$ cat src/rtl/config_chain_loader_pkg.sv
// Shared configuration-chain definitions: loader states and per-tile chain lengths.
// The default chain length is the sum of the config bits of every tile on the chain.
package config_chain_loader_pkg;

  typedef enum logic [1:0] {
    IDLE,
    CLEAR,
    LOAD,
    DONE
  } load_state_e;

  localparam int unsigned IO_TILE_BITS    = 4;
  localparam int unsigned LOGIC_TILE_BITS = 16;

  localparam int unsigned NUM_IO_TILES    = 9;
  localparam int unsigned NUM_LOGIC_TILES = 0;

  localparam int unsigned DEFAULT_CHAIN_LENGTH =
    NUM_IO_TILES * IO_TILE_BITS + NUM_LOGIC_TILES * LOGIC_TILE_BITS;

endpackage

$ cat src/rtl/config_chain_loader_serializer.sv
// Word-wide shift register with a remaining-bit count. The next-state LSB and flags
// are exported so the loader can register its chain outputs one cycle ahead.
module config_word_serializer #(
  parameter int unsigned WORD_WIDTH = 8
) (
  input  logic                  clock,
  input  logic                  reset,
  input  logic                  flush,
  input  logic                  load,
  input  logic                  shift,
  input  logic [WORD_WIDTH-1:0] load_data,
  output logic                  empty,
  output logic                  nxt_empty,
  output logic                  nxt_last,
  output logic                  nxt_lsb
);

  localparam int unsigned REM_W = $clog2(WORD_WIDTH + 1);

  logic [WORD_WIDTH-1:0] sreg, sreg_nxt;
  logic [REM_W-1:0]      remain, remain_nxt;

  // A load on the same edge as the last bit shifting out replaces the register,
  // which is what gives back-to-back words with no bubble.
  always_comb begin
    sreg_nxt   = sreg;
    remain_nxt = remain;
    if (flush) begin
      sreg_nxt   = '0;
      remain_nxt = '0;
    end else if (load) begin
      sreg_nxt   = load_data;
      remain_nxt = REM_W'(WORD_WIDTH);
    end else if (shift && (remain != '0)) begin
      sreg_nxt   = sreg >> 1;
      remain_nxt = remain - REM_W'(1);
    end
  end

  always_ff @(posedge clock or posedge reset) begin
    if (reset) begin
      sreg   <= '0;
      remain <= '0;
    end else begin
      sreg   <= sreg_nxt;
      remain <= remain_nxt;
    end
  end

  always_comb begin
    empty     = (remain == '0);
    nxt_empty = (remain_nxt == '0);
    nxt_last  = (remain_nxt == REM_W'(1));
    nxt_lsb   = sreg_nxt[0];
  end

endmodule

$ cat src/rtl/config_chain_loader.sv
// Serial configuration-chain loader: clears the chain, then shifts bitstream words
// into it LSB-first, one bit per clock, and reports progress and completion.
module config_chain_loader
  import config_chain_loader_pkg::*;
#(
  parameter int unsigned WORD_WIDTH   = 8,
  parameter int unsigned CHAIN_LENGTH = DEFAULT_CHAIN_LENGTH,
  parameter int unsigned CLEAR_CYCLES = 2,
  parameter int unsigned CNT_W        = $clog2(CHAIN_LENGTH + 1)
) (
  input  logic                  clock,
  input  logic                  reset,
  input  logic                  start,
  input  logic [WORD_WIDTH-1:0] word_data,
  input  logic                  word_valid,
  output logic                  word_ready,
  output logic                  config_out,
  output logic                  config_enable,
  output logic                  config_nreset,
  output logic                  busy,
  output logic                  done,
  output logic [CNT_W-1:0]      bit_count
);

  localparam int unsigned       CLR_W      = $clog2(CLEAR_CYCLES + 1);
  localparam logic [CNT_W-1:0]  FULL_COUNT = CNT_W'(CHAIN_LENGTH);
  localparam logic [CNT_W-1:0]  LAST_INDEX = CNT_W'(CHAIN_LENGTH - 1);

  load_state_e      state, state_nxt;
  logic [CLR_W-1:0] clr_cnt, clr_cnt_nxt;
  logic [CNT_W-1:0] bit_count_nxt;

  logic take_start, shift, final_shift, xfer, flush;
  logic ser_empty, ser_nxt_empty, ser_nxt_last, ser_nxt_lsb;
  logic ready_nxt, out_nxt, enable_nxt, nreset_nxt, busy_nxt, done_nxt;

  config_word_serializer #(
    .WORD_WIDTH (WORD_WIDTH)
  ) u_serializer (
    .clock     (clock),
    .reset     (reset),
    .flush     (flush),
    .load      (xfer),
    .shift     (shift),
    .load_data (word_data),
    .empty     (ser_empty),
    .nxt_empty (ser_nxt_empty),
    .nxt_last  (ser_nxt_last),
    .nxt_lsb   (ser_nxt_lsb)
  );

  always_comb begin
    take_start  = start && ((state == IDLE) || (state == DONE));
    shift       = (state == LOAD) && !ser_empty;
    final_shift = shift && (bit_count == LAST_INDEX);
    xfer        = word_valid && word_ready && !final_shift;
    // Leftover upper bits of the last word are dropped when the chain fills.
    flush       = take_start || final_shift;
  end

  always_ff @(posedge clock or posedge reset) begin
    if (reset) begin
      state         <= IDLE;
      clr_cnt       <= '0;
      bit_count     <= '0;
      word_ready    <= 1'b0;
      config_out    <= 1'b0;
      config_enable <= 1'b0;
      config_nreset <= 1'b0;
      busy          <= 1'b0;
      done          <= 1'b0;
    end else begin
      state         <= state_nxt;
      clr_cnt       <= clr_cnt_nxt;
      bit_count     <= bit_count_nxt;
      word_ready    <= ready_nxt;
      config_out    <= out_nxt;
      config_enable <= enable_nxt;
      config_nreset <= nreset_nxt;
      busy          <= busy_nxt;
      done          <= done_nxt;
    end
  end

  always_comb begin
    state_nxt = state;
    case (state)
      IDLE, DONE: if (start)                     state_nxt = CLEAR;
      CLEAR:      if (clr_cnt == CLR_W'(1))      state_nxt = LOAD;
      LOAD:       if (final_shift)               state_nxt = DONE;
    endcase
  end

  always_comb begin
    clr_cnt_nxt = clr_cnt;
    if (take_start) begin
      clr_cnt_nxt = CLR_W'(CLEAR_CYCLES);
    end else if ((state == CLEAR) && (clr_cnt != '0)) begin
      clr_cnt_nxt = clr_cnt - CLR_W'(1);
    end

    bit_count_nxt = bit_count;
    if (take_start) begin
      bit_count_nxt = '0;
    end else if (shift && (bit_count != FULL_COUNT)) begin
      bit_count_nxt = bit_count + CNT_W'(1);
    end
  end

  // Outputs are computed from next-cycle state so every port comes straight from a flop.
  always_comb begin
    busy_nxt   = (state_nxt == CLEAR) || (state_nxt == LOAD);
    done_nxt   = (state_nxt == DONE);
    enable_nxt = (state_nxt == LOAD) && !ser_nxt_empty;
    out_nxt    = enable_nxt ? ser_nxt_lsb : config_out;

    nreset_nxt = config_nreset;
    if (state_nxt == CLEAR) begin
      nreset_nxt = 1'b0;
    end else if (state_nxt == LOAD) begin
      nreset_nxt = 1'b1;
    end

    ready_nxt = (state_nxt == LOAD) &&
                (ser_nxt_empty || (ser_nxt_last && (bit_count_nxt < LAST_INDEX)));
  end

endmodule

$ cat config.mk
export PLATFORM = sky130hd
export DESIGN_NAME = config_chain_loader
export DESIGN_NICKNAME = d
export VERILOG_FILES = /design/src/rtl/config_chain_loader_pkg.sv /design/src/rtl/config_chain_loader_serializer.sv /design/src/rtl/config_chain_loader.sv
export SDC_FILE = /design/constraint.sdc
export NUM_CORES = 1
export LEC_CHECK = 0
export ABC_AREA = 1
export ABC_CLOCK_PERIOD_IN_PS = 3450
export CORE_UTILIZATION = 45
export CTS_BUF_LIST = sky130_fd_sc_hd__clkbuf_16
export DETAILED_ROUTE_END_ITERATION = 10
export PLACE_DENSITY = 0.68
export REMOVE_ABC_BUFFERS = 1
export SKIP_LAST_GASP = 1
export SYNTH_ARGS = -nofsm -noshare
export SYNTH_HDL_FRONTEND = slang
export SYNTH_SLANG_ARGS = --single-unit
export TNS_END_PERCENT = 100
$ cat constraint.sdc
create_clock -name clock -period 3.45 [get_ports clock]
set_input_delay 0.69 -clock clock [delete_from_list [all_inputs] [get_ports clock]]
set_output_delay 0.69 -clock clock [all_outputs]
set_load 0.05 [all_outputs]
==> reports/qor.csv <==
metric,value,unit
status,completed,
num_antenna_cells,0,
setup.worst_path.class,flop to primary output,
via_count,1352,
cts_tree,yes,
combPwrFrac,53.6,%
fp-row-count,21,
fp.dieW,63.5,um
critPathCaptureType,primary output,
fin_ws,1100,ps
crit_chain,clkdlybuf4s50_1,
die_h,63.5,um
final.min_clock_period,2350,ps
final_cell_mix,"nand2_1 (36), inv_1 (30), dfrtp_1 (28)",
clk_pin_slew,70,ps
placed_area,1970,sq um
dpl.hpwl,2.49,mm
p_per_area,893,nW/um^2
fin_crit_sh,68.2,%
ys_seq_area_share,41.2,%
htree_levels,1,
clockPowerShare,18.6,%
dp.cells,272,
totalPowerFinal,1.85,mW
cp_max_fo,9,
hp-class,flop to flop,
start_util,49.0,%
cts_resized,0,
drv_cap,0,
cts_buffers,3,
io_pins,24,
clock_latency,260,ps
drtIter0Drc,87,
grt_pass1_wl,5.80,mm
synth.area.top_cells,"dfrtp_1 (41%), ha_1 (8.1%), nand2_1 (7.9%), inv_1 (6.6%), o21ai_1 (3.5%)",
totalWireLength,3.28,mm
ys_ff_latch,28,
final_hold_viol_count,0,
design.die.area,4030,sq um
vias_per_cell,4.90,
p_sw,826,uW
wl_met3,83,um
path_delay_family,buffers and inverters,
crit_arrival,1660,ps
root_buffer,clkbuf_16,
rr_startpoint,state[0],
syn-mean-instance-area,8.29,sq um
grt_max_degree,29,
top_layer,met4,
final_nets,254,
io_buffers,23,
met2_wirelength,1.47,mm
final_antenna_net_count,0,
overflow,0,
cp-startpoint,bit_count[0],
synth_edf_count,0,
cpMaxStageDelayCell,clkdlybuf4s50_1,
synth_top_area_cell,dfrtp_1,
pwr-share-seq,27.8,%
setup_viol,0,
max_stage_delay,870,ps
dr.pass1.iters,4,
netlist_area,1700,sq um
crit_buf_inv,1,
final_max_slew_viol_count,0,
slew_headroom,59.6,%
min-delay-start,config_out,
final_cell_area,2070,sq um
grt_pass1_vias,1300,
drive_gt1_share,16.1,%
clock-sinks,28,
gp_congestion,0.810,
final_cells,276,
setup_tns,0,ps
ys.flop_type,dfrtp_1,
finClkSkew,4.49,ps
gr-usage-all-layers,18.5,%
final_common_cell,nand2_1,
netSwitchingFraction,44.7,%
wl_met1,1.68,mm
area_growth,21.8,%
cp_data_required_time,2760,ps
crit_path_start_kind,flop,
vdd_ir_drop_max,0.000643,V
clk_path_buf_depth,2,
hold_buffers,0,
synth-async-reset-ratio,100,%
power.leakage,1.03,nW
tightest_slew,603,ps
synth_top_area_share,41.2,%
place_worst_setup_slack,1120,ps
rsz0062_at_grt,false,
post-cts-setup-buffers,0,
synth_cell_types,30,
core,3470,sq um
max_freq,425,MHz
post_synth_inst_count,205,
yosys_warnings,0,
intPower,1.02,mW
drc_errors,0,
antenna_found_initial,0,
wl_per_cell,11.9,um
Yosys cell counts (2+ instances only):
library cell	instances
a21oi_1	10
a21oi_2	2
buf_6	2
dfrtp_1	28
ha_1	11
inv_1	30
inv_2	6
nand2_1	36
nand2_2	8
nand3_1	10
nand3_2	5
nor2_1	11
nor2_2	3
nor2_4	3
nor3_1	2
o21ai_0	9
o21ai_1	12
o21ai_2	2
o22ai_1	2
xor2_1	3
path summary, 6_finish.rpt:
kind | end | slack, ps | cells past startpoint
setup / recovery | bit_count[0] | 1100 | 1
setup reg to reg | config_out | 1210 | 11
min in group asynchronous | busy | 780 | 3
hold / removal | config_out | 490 | 2
max in group asynchronous | bit_count[2] | 2390 | 3
hold reg to reg | config_out | 490 | 2
logic make-up (layout without fill, tap and decap cells):
kind of cell	Yosys count	after routing	share of synthesized area (%)
fa+ha+maj	11	11	8.09
xor+xnor	3	3	1.55
compound gates	41	41	14.4
flops	28	28	41.2
simple gates	82	82	24.8
buf+inv	40	65	9.93
metrics by stage:
stage,hold WS [ps],util [%]
floorplan,459,-
global placement,463,56.7
detailed placement,480,56.7
CTS,496,59.7
global route,507,59.7
finish,486,59.7
flip-flops by register name, indices dropped and copies added, names as in the netlist:
| name | count |
|---|---|
| u_serializer.sreg | 8 |
| u_serializer.remain | 4 |
| word_ready | 1 |
| bit_count | 6 |
| done | 1 |
| config_nreset | 1 |
| config_out | 1 |
| state | 2 |
| busy | 1 |
| config_enable | 1 |
| clr_cnt | 2 |
power groups by stage:
stage / Clock, mW / Combinational [mW] / Sequential (mW)
global placement: 0 / 0.993 / 0.518
global route: 0.366 / 1.12 / 0.528
detailed placement: 0 / 0.995 / 0.519
finish: 0.343 / 0.992 / 0.514
floorplan: 0 / 0.646 / 0.628
CTS: 0.351 / 1.00 / 0.515
cell type report:
cell class | instances | area [sq um]
Clock buffer | 3 | 75.1
Clock inverter | 1 | 30.0
Fill cell | 327 | 1400
Inverter | 37 | 139
Multi-Input combinational cell | 137 | 831
Sequential cell | 28 | 701
Tap cell | 46 | 57.6
Timing Repair Buffer | 24 | 238
routing by layer:
layer  up-vias  global-route usage, %
met3         4                   3.80
met4         0                   6.82
met2        18                   28.7
met5         -                      0
li1        704                      -
met1       626                   25.3
Power figures use the tool's default switching activity.
